<file path="src/rtl/puf_resp_collector.sv">
`default_nettype none
// ============================================================================
// Module      : puf_resp_collector
// Description : Ring-oscillator PUF response collector. For each of 8 bits it
//               clears the bank counters, enables the oscillators for WINDOW
//               cycles, waits SETTLE cycles, then compares bank A against
//               bank B. The 8 compare results form one response byte.
//               Optional feature macro: PUF_TIE_FLAG_EN adds a tie_cnt output
//               counting compares where both counts were equal.
// Revision    : 1.0 - initial release
// ============================================================================
module puf_resp_collector #(
  parameter int WINDOW = 64,  // osc_en high cycles per bit, 1..1023
  parameter int SETTLE = 2    // quiet cycles before compare, 1..15
) (
  input  logic       clk,
  input  logic       rst_n,      // active-high asynchronous reset
  input  logic       start,
  input  logic [4:0] chal_base,
  input  logic [7:0] cnt_a,
  input  logic [7:0] cnt_b,
  output logic       osc_en,
  output logic       cnt_clr,
  output logic [4:0] challenge,
  output logic [7:0] response,
  output logic       valid,
  output logic       busy
`ifdef PUF_TIE_FLAG_EN
  ,
  output logic [3:0] tie_cnt
`endif
);

  // Timer reload values: the timer counts down to zero, so a load of N-1
  // gives a phase of exactly N cycles.
  localparam logic [9:0] c_WIN_LAST = 10'(WINDOW - 1);
  localparam logic [9:0] c_SET_LAST = 10'(SETTLE - 1);
  localparam logic [2:0] c_LAST_BIT = 3'd7;

  // Elaboration-time guard on the legal parameter ranges.
  if (WINDOW < 1 || WINDOW > 1023) begin : g_bad_window
    $error("puf_resp_collector: WINDOW must be in 1..1023");
  end
  if (SETTLE < 1 || SETTLE > 15) begin : g_bad_settle
    $error("puf_resp_collector: SETTLE must be in 1..15");
  end

  typedef enum logic [2:0] {
    ST_IDLE    = 3'd0,
    ST_CLEAR   = 3'd1,
    ST_MEASURE = 3'd2,
    ST_SETTLE  = 3'd3,
    ST_COMPARE = 3'd4,
    ST_DONE    = 3'd5
  } state_t;

  state_t     r_state;
  logic [2:0] r_idx;      // bit currently being measured
  logic [4:0] r_base;     // challenge captured at start
  logic [9:0] r_tmr;      // shared MEASURE / SETTLE down-counter
  logic [7:0] r_shift;    // response under construction
  logic [7:0] r_resp;     // last completed response
  logic       r_osc_en;
  logic       r_cnt_clr;
  logic [4:0] r_chal;
  logic       r_valid;
  logic       r_busy;
`ifdef PUF_TIE_FLAG_EN
  logic [3:0] r_tie;
`endif

  logic       w_bit;
  logic       w_tie;
  logic [7:0] w_shift_in;
  logic [4:0] w_next_chal;

  // The counts are only meaningful in COMPARE; SETTLE has let them go quiet.
  assign w_bit       = (cnt_a > cnt_b);
  assign w_tie       = (cnt_a == cnt_b);
  // Shifting in at the MSB means the first bit ends up at response[0].
  assign w_shift_in  = {w_bit, r_shift[7:1]};
  // 5-bit addition wraps 31 -> 0 naturally.
  assign w_next_chal = r_base + {2'b00, r_idx} + 5'd1;

  // Collection FSM; every output is registered and set on entry to its state.
  always_ff @(posedge clk or posedge rst_n) begin
    if (rst_n) begin
      r_state   <= ST_IDLE;
      r_idx     <= 3'd0;
      r_base    <= 5'd0;
      r_tmr     <= 10'd0;
      r_shift   <= 8'h00;
      r_resp    <= 8'h00;
      r_osc_en  <= 1'b0;
      r_cnt_clr <= 1'b0;
      r_chal    <= 5'd0;
      r_valid   <= 1'b0;
      r_busy    <= 1'b0;
`ifdef PUF_TIE_FLAG_EN
      r_tie     <= 4'd0;
`endif
    end else begin
      case (r_state)
        ST_IDLE: begin
          if (start) begin
            r_base    <= chal_base;
            r_chal    <= chal_base;
            r_idx     <= 3'd0;
            r_shift   <= 8'h00;
            r_cnt_clr <= 1'b1;
            r_busy    <= 1'b1;
`ifdef PUF_TIE_FLAG_EN
            r_tie     <= 4'd0;
`endif
            r_state   <= ST_CLEAR;
          end
        end

        ST_CLEAR: begin
          r_cnt_clr <= 1'b0;
          r_osc_en  <= 1'b1;
          r_tmr     <= c_WIN_LAST;
          r_state   <= ST_MEASURE;
        end

        ST_MEASURE: begin
          if (r_tmr == 10'd0) begin
            r_osc_en <= 1'b0;
            r_tmr    <= c_SET_LAST;
            r_state  <= ST_SETTLE;
          end else begin
            r_tmr <= r_tmr - 10'd1;
          end
        end

        ST_SETTLE: begin
          if (r_tmr == 10'd0) begin
            r_state <= ST_COMPARE;
          end else begin
            r_tmr <= r_tmr - 10'd1;
          end
        end

        ST_COMPARE: begin
          r_shift <= w_shift_in;
`ifdef PUF_TIE_FLAG_EN
          if (w_tie) begin
            r_tie <= r_tie + 4'd1;
          end
`endif
          if (r_idx == c_LAST_BIT) begin
            r_resp  <= w_shift_in;
            r_valid <= 1'b1;
            r_state <= ST_DONE;
          end else begin
            r_idx     <= r_idx + 3'd1;
            r_chal    <= w_next_chal;
            r_cnt_clr <= 1'b1;
            r_state   <= ST_CLEAR;
          end
        end

        ST_DONE: begin
          // start is deliberately not looked at here.
          r_valid <= 1'b0;
          r_busy  <= 1'b0;
          r_state <= ST_IDLE;
        end

        default: begin
          r_state   <= ST_IDLE;
          r_osc_en  <= 1'b0;
          r_cnt_clr <= 1'b0;
          r_valid   <= 1'b0;
          r_busy    <= 1'b0;
        end
      endcase
    end
  end

`ifndef PUF_TIE_FLAG_EN
  // Tie detection only feeds the optional counter.
  logic w_unused;
  assign w_unused = w_tie;
`endif

  assign osc_en    = r_osc_en;
  assign cnt_clr   = r_cnt_clr;
  assign challenge = r_chal;
  assign response  = r_resp;
  assign valid     = r_valid;
  assign busy      = r_busy;
`ifdef PUF_TIE_FLAG_EN
  assign tie_cnt   = r_tie;
`endif

endmodule
`default_nettype wire

</file>
<file path="config.mk">
export PLATFORM = sky130hd
export DESIGN_NAME = puf_resp_collector
export DESIGN_NICKNAME = d
export VERILOG_FILES = /design/src/rtl/puf_resp_collector.sv
export SDC_FILE = /design/constraint.sdc
export NUM_CORES = 1
export LEC_CHECK = 0
export CORE_ASPECT_RATIO = 1.1
export CORE_MARGIN = 2
export CORE_UTILIZATION = 45
export CTS_BUF_LIST = sky130_fd_sc_hd__clkbuf_2 sky130_fd_sc_hd__clkbuf_4 sky130_fd_sc_hd__clkbuf_8
export DETAILED_ROUTE_END_ITERATION = 8
export PLACE_DENSITY = 0.75
export SLEW_MARGIN = 10
export SYNTH_ARGS = -nofsm -noshare
export SYNTH_HDL_FRONTEND = slang
export SYNTH_SLANG_ARGS = --single-unit
</file>
<file path="constraint.sdc">
create_clock -name clk -period 2.22 [get_ports clk]
set_input_delay 0.444 -clock clk [delete_from_list [all_inputs] [get_ports clk]]
set_output_delay 0.444 -clock clk [all_outputs]
set_load 0.01 [all_outputs]
</file>
==> out/qor.txt <==
EDFF count, synth: 0
Leak: 1.48 nW
Reg2reg setup slack: 0.27 ns
Seq pwr share: 52.4%
First-pass GRT wire length: 8410 µm
Sw Share: 20.9%
Initial Util: 45.8%
Fmax: 513 MHz
Worst Skew: 0.00637 ns
Synth unique cells: 55
Max-slew violations: 0
Outcome: completed
Largest stage delay on the critical path: 0.43 ns
Startpoint Class: register
Placed Area: 2930 µm²
CP Class: register to register
Detailed-route DRC error count: 0
Post-route cell area: 3050 µm²
Critical path arrival: 2.17 ns
Grt ovf: 0
Vias in the first global route: 1894
Mean post-synth cell area: 10.1 µm²
Die Width: 74.2 µm
PwrDens: 515 nW/µm²
Gp weighted congestion: 0.816
Crit path buf inv count: 1
Layout cells sized above 1: 12.2%
Detail Placement HPWL: 3630 µm
Port Buffers: 40
Combinational group share of total power: 6.3%
Area of the multi-input gates: 1160 µm²
FF+latch area: 1130 µm²
Initial DRC count: 96
Antenna violations before repair: 0
Psw: 0.000328 W
Tmin final: 1.95 ns
Final Hold Vio Count: 0
Row Count: 28
Post-Synthesis Cell Area: 2440 µm²
Final setup vio count: 0
CTS clock-pin slew for the worst setup and hold paths: 0.09 ns
Rel. slew slack: 62.7%
H-tree depth: 2
FF+latch count, synth: 45
Hold slack final: 0.435 ns
CTS Buf Count: 5
Int Pwr: 0.00124 W
# Max-Cap Violations: 0
RSZ-0062 raised after global routing: no
Pin count of the biggest net entering global routing: 33
Antenna Nets Post-Route: 0
Final critical-path setup slack: 0.270 ns
Via density per instance: 5.32
CTS Buffer Depth: 2
Most common cell on crit path: and3_1
Most common flop cell mapped by yosys: dfrtp_1
Latest clock arrival within the worst-skew pair: 0.30 ns
# Post-CTS Setup Buffers: 0
Crit-path slowest cell: dfrtp_1
1st-pass router iterations: 4
Drt wl/cell: 13.5 µm
Final WL: 4870 µm
CP Data Required Time: 2.44 ns
Via count: 1927
CP top delay family: simple AND/OR/NAND/NOR gates
Die height: 81.2 µm
Synthesis-to-finish area growth: 25.1%
Nature of the critical path endpoint: register
CTS resizes: 0
Core area: 5330 µm²
HP Class: input port to async pin
Period utilisation layout: 87.8%
Post-synth ARST share: 100%
Fill count: 484
Tightest Pin Transition: 0.557 ns
Clock network power share: 41.4%
Hold Buf Count CTS: 0
Mapped Nets: 280
Fin Setup TNS: 0 ns
Die Area: 6030 µm²
Post-layout nets: 325
Mapped Cells: 241
Clock sink total: 45
Critical Path Fanout Max: 6
Total Routing Usage GR: 18.0%
Sequential share of the synthesized area: 46.1%
# IOs: 41
Yosys synthesis warning count: 0
Post-Route Utilization: 57.3%
Critical-path cell list: inv_1 > ha_1 > nor4b_4 > and3_1 > nand2_4 > and3_1 > o22ai_1
TritonCTS clock tree: yes
Post-place setup slack: 0.0539 ns
Diodes inserted: 0
Clock root buffer: clkbuf_8
VDD IR max: 264 µV
-- metal layers --
layer / GRT usage, % / part of all wire (%) / vias up
met5: 0 / 0 / -
li1: - / - / 943
met4: 5.89 / 1.2 / 0
met2: 31.5 / 52 / 31
met3: 4.22 / 2.9 / 5
met1: 21.6 / 43 / 948
-- synth_stat cells (4+ instances only) --
library cell  number  share of area (%)
dfrtp_1           45                 46
nand2_1           27                4.2
inv_1             22                3.4
o21ai_0           18                3.7
ha_1              14                7.2
a21oi_1           10                2.1
nor2_1            10                1.5
mux2_2             8                3.7
a22o_1             7                2.5
a21o_1             6                1.8
nand3_1            6                1.2
a31oi_1            5                1.3
and3_1             4                1.0
buf_2              4               0.82
-- worst paths after layout --
path,startpoint,endpoint,cells past startpoint
setup / recovery,r_tmr[0]$_DFFE_PP0P_,r_tmr[2]$_DFFE_PP0P_,7
max in group asynchronous,rst_n,r_tmr[4]$_DFFE_PP0P_,3
hold reg to reg,challenge[1]$_DFFE_PP0P_,challenge[1]$_DFFE_PP0P_,1
hold / removal,rst_n,challenge[0]$_DFFE_PP0P_,2
setup reg to reg,r_tmr[0]$_DFFE_PP0P_,r_tmr[2]$_DFFE_PP0P_,7
min in group clk,challenge[1]$_DFFE_PP0P_,challenge[1]$_DFFE_PP0P_,1
-- sequential cells by signal, summed over array words and instances (netlist names), 3 cells and up --
signal	count
challenge	5
r_state	3
r_tmr	10
r_base	5
response	8
r_shift	7
r_idx	3
-- cell usage in the layout (no fill, tap or decap), drive strengths merged, types with 2 or more instances in the layout --
| cell type | Yosys | routed |
|---|---|---|
| clkbuf | 2 | 6 |
| inv | 23 | 22 |
| a31oi | 5 | 5 |
| nand2b | 2 | 2 |
| ha | 14 | 14 |
| a22oi | 3 | 3 |
| buf | 7 | 7 |
| a21o | 6 | 6 |
| a22o | 7 | 7 |
| xnor2 | 2 | 2 |
| nand3 | 7 | 7 |
| clkdlybuf4s50 | 0 | 40 |
| nand4 | 2 | 2 |
| and3 | 4 | 4 |
| mux2 | 8 | 8 |
| dfrtp | 45 | 45 |
| a21oi | 10 | 10 |
| o21ai | 18 | 18 |
| o22ai | 3 | 3 |
| nor2b | 3 | 3 |
| and2b | 2 | 2 |
| nor3 | 4 | 4 |
| nand2 | 28 | 28 |
| a211oi | 3 | 3 |
| nor2 | 13 | 13 |
-- power groups by stage --
stage | logic [W] | registers, W | clock network, W
after floorplan | 0.0000416 | 0.000839 | 0
after global placement | 0.0000977 | 0.000839 | 0
after detailed placement | 0.000101 | 0.000839 | 0
after CTS | 0.000101 | 0.000823 | 0.000660
after global routing | 0.000113 | 0.000823 | 0.000687
final | 0.0000984 | 0.000823 | 0.000650
-- final cells by class --
| cell class | instances | share of cell area (%) |
|---|---|---|
| repair buffers | 47 | 15.2 |
| well taps | 75 | 3.07 |
| clock inverters | 2 | 1.23 |
| inverters | 23 | 2.83 |
| clock buffers | 6 | 2.70 |
| multi-input cells | 164 | 38.0 |
| flip-flops and latches | 45 | 36.9 |
-- cells by family after synthesis --
kind of cell / share of synthesized area, %
AND/OR/NAND/NOR: 16.4
AO/OA/AOI/OAI: 18.5
flip-flops: 46.1
buffers and inverters: 6.30
adder cells (fa/ha/maj): 8.00
multiplexers: 3.69
XOR/XNOR: 1.08
-- metrics by stage --
step,cells,total power [W]
after floorplan,241,0.000880
final,362,0.00157
after detailed placement,354,0.000940
after global routing,362,0.00162
after global placement,354,0.000937
after CTS,362,0.00158
No activity file was read; power rests on OpenSTA's default activity.
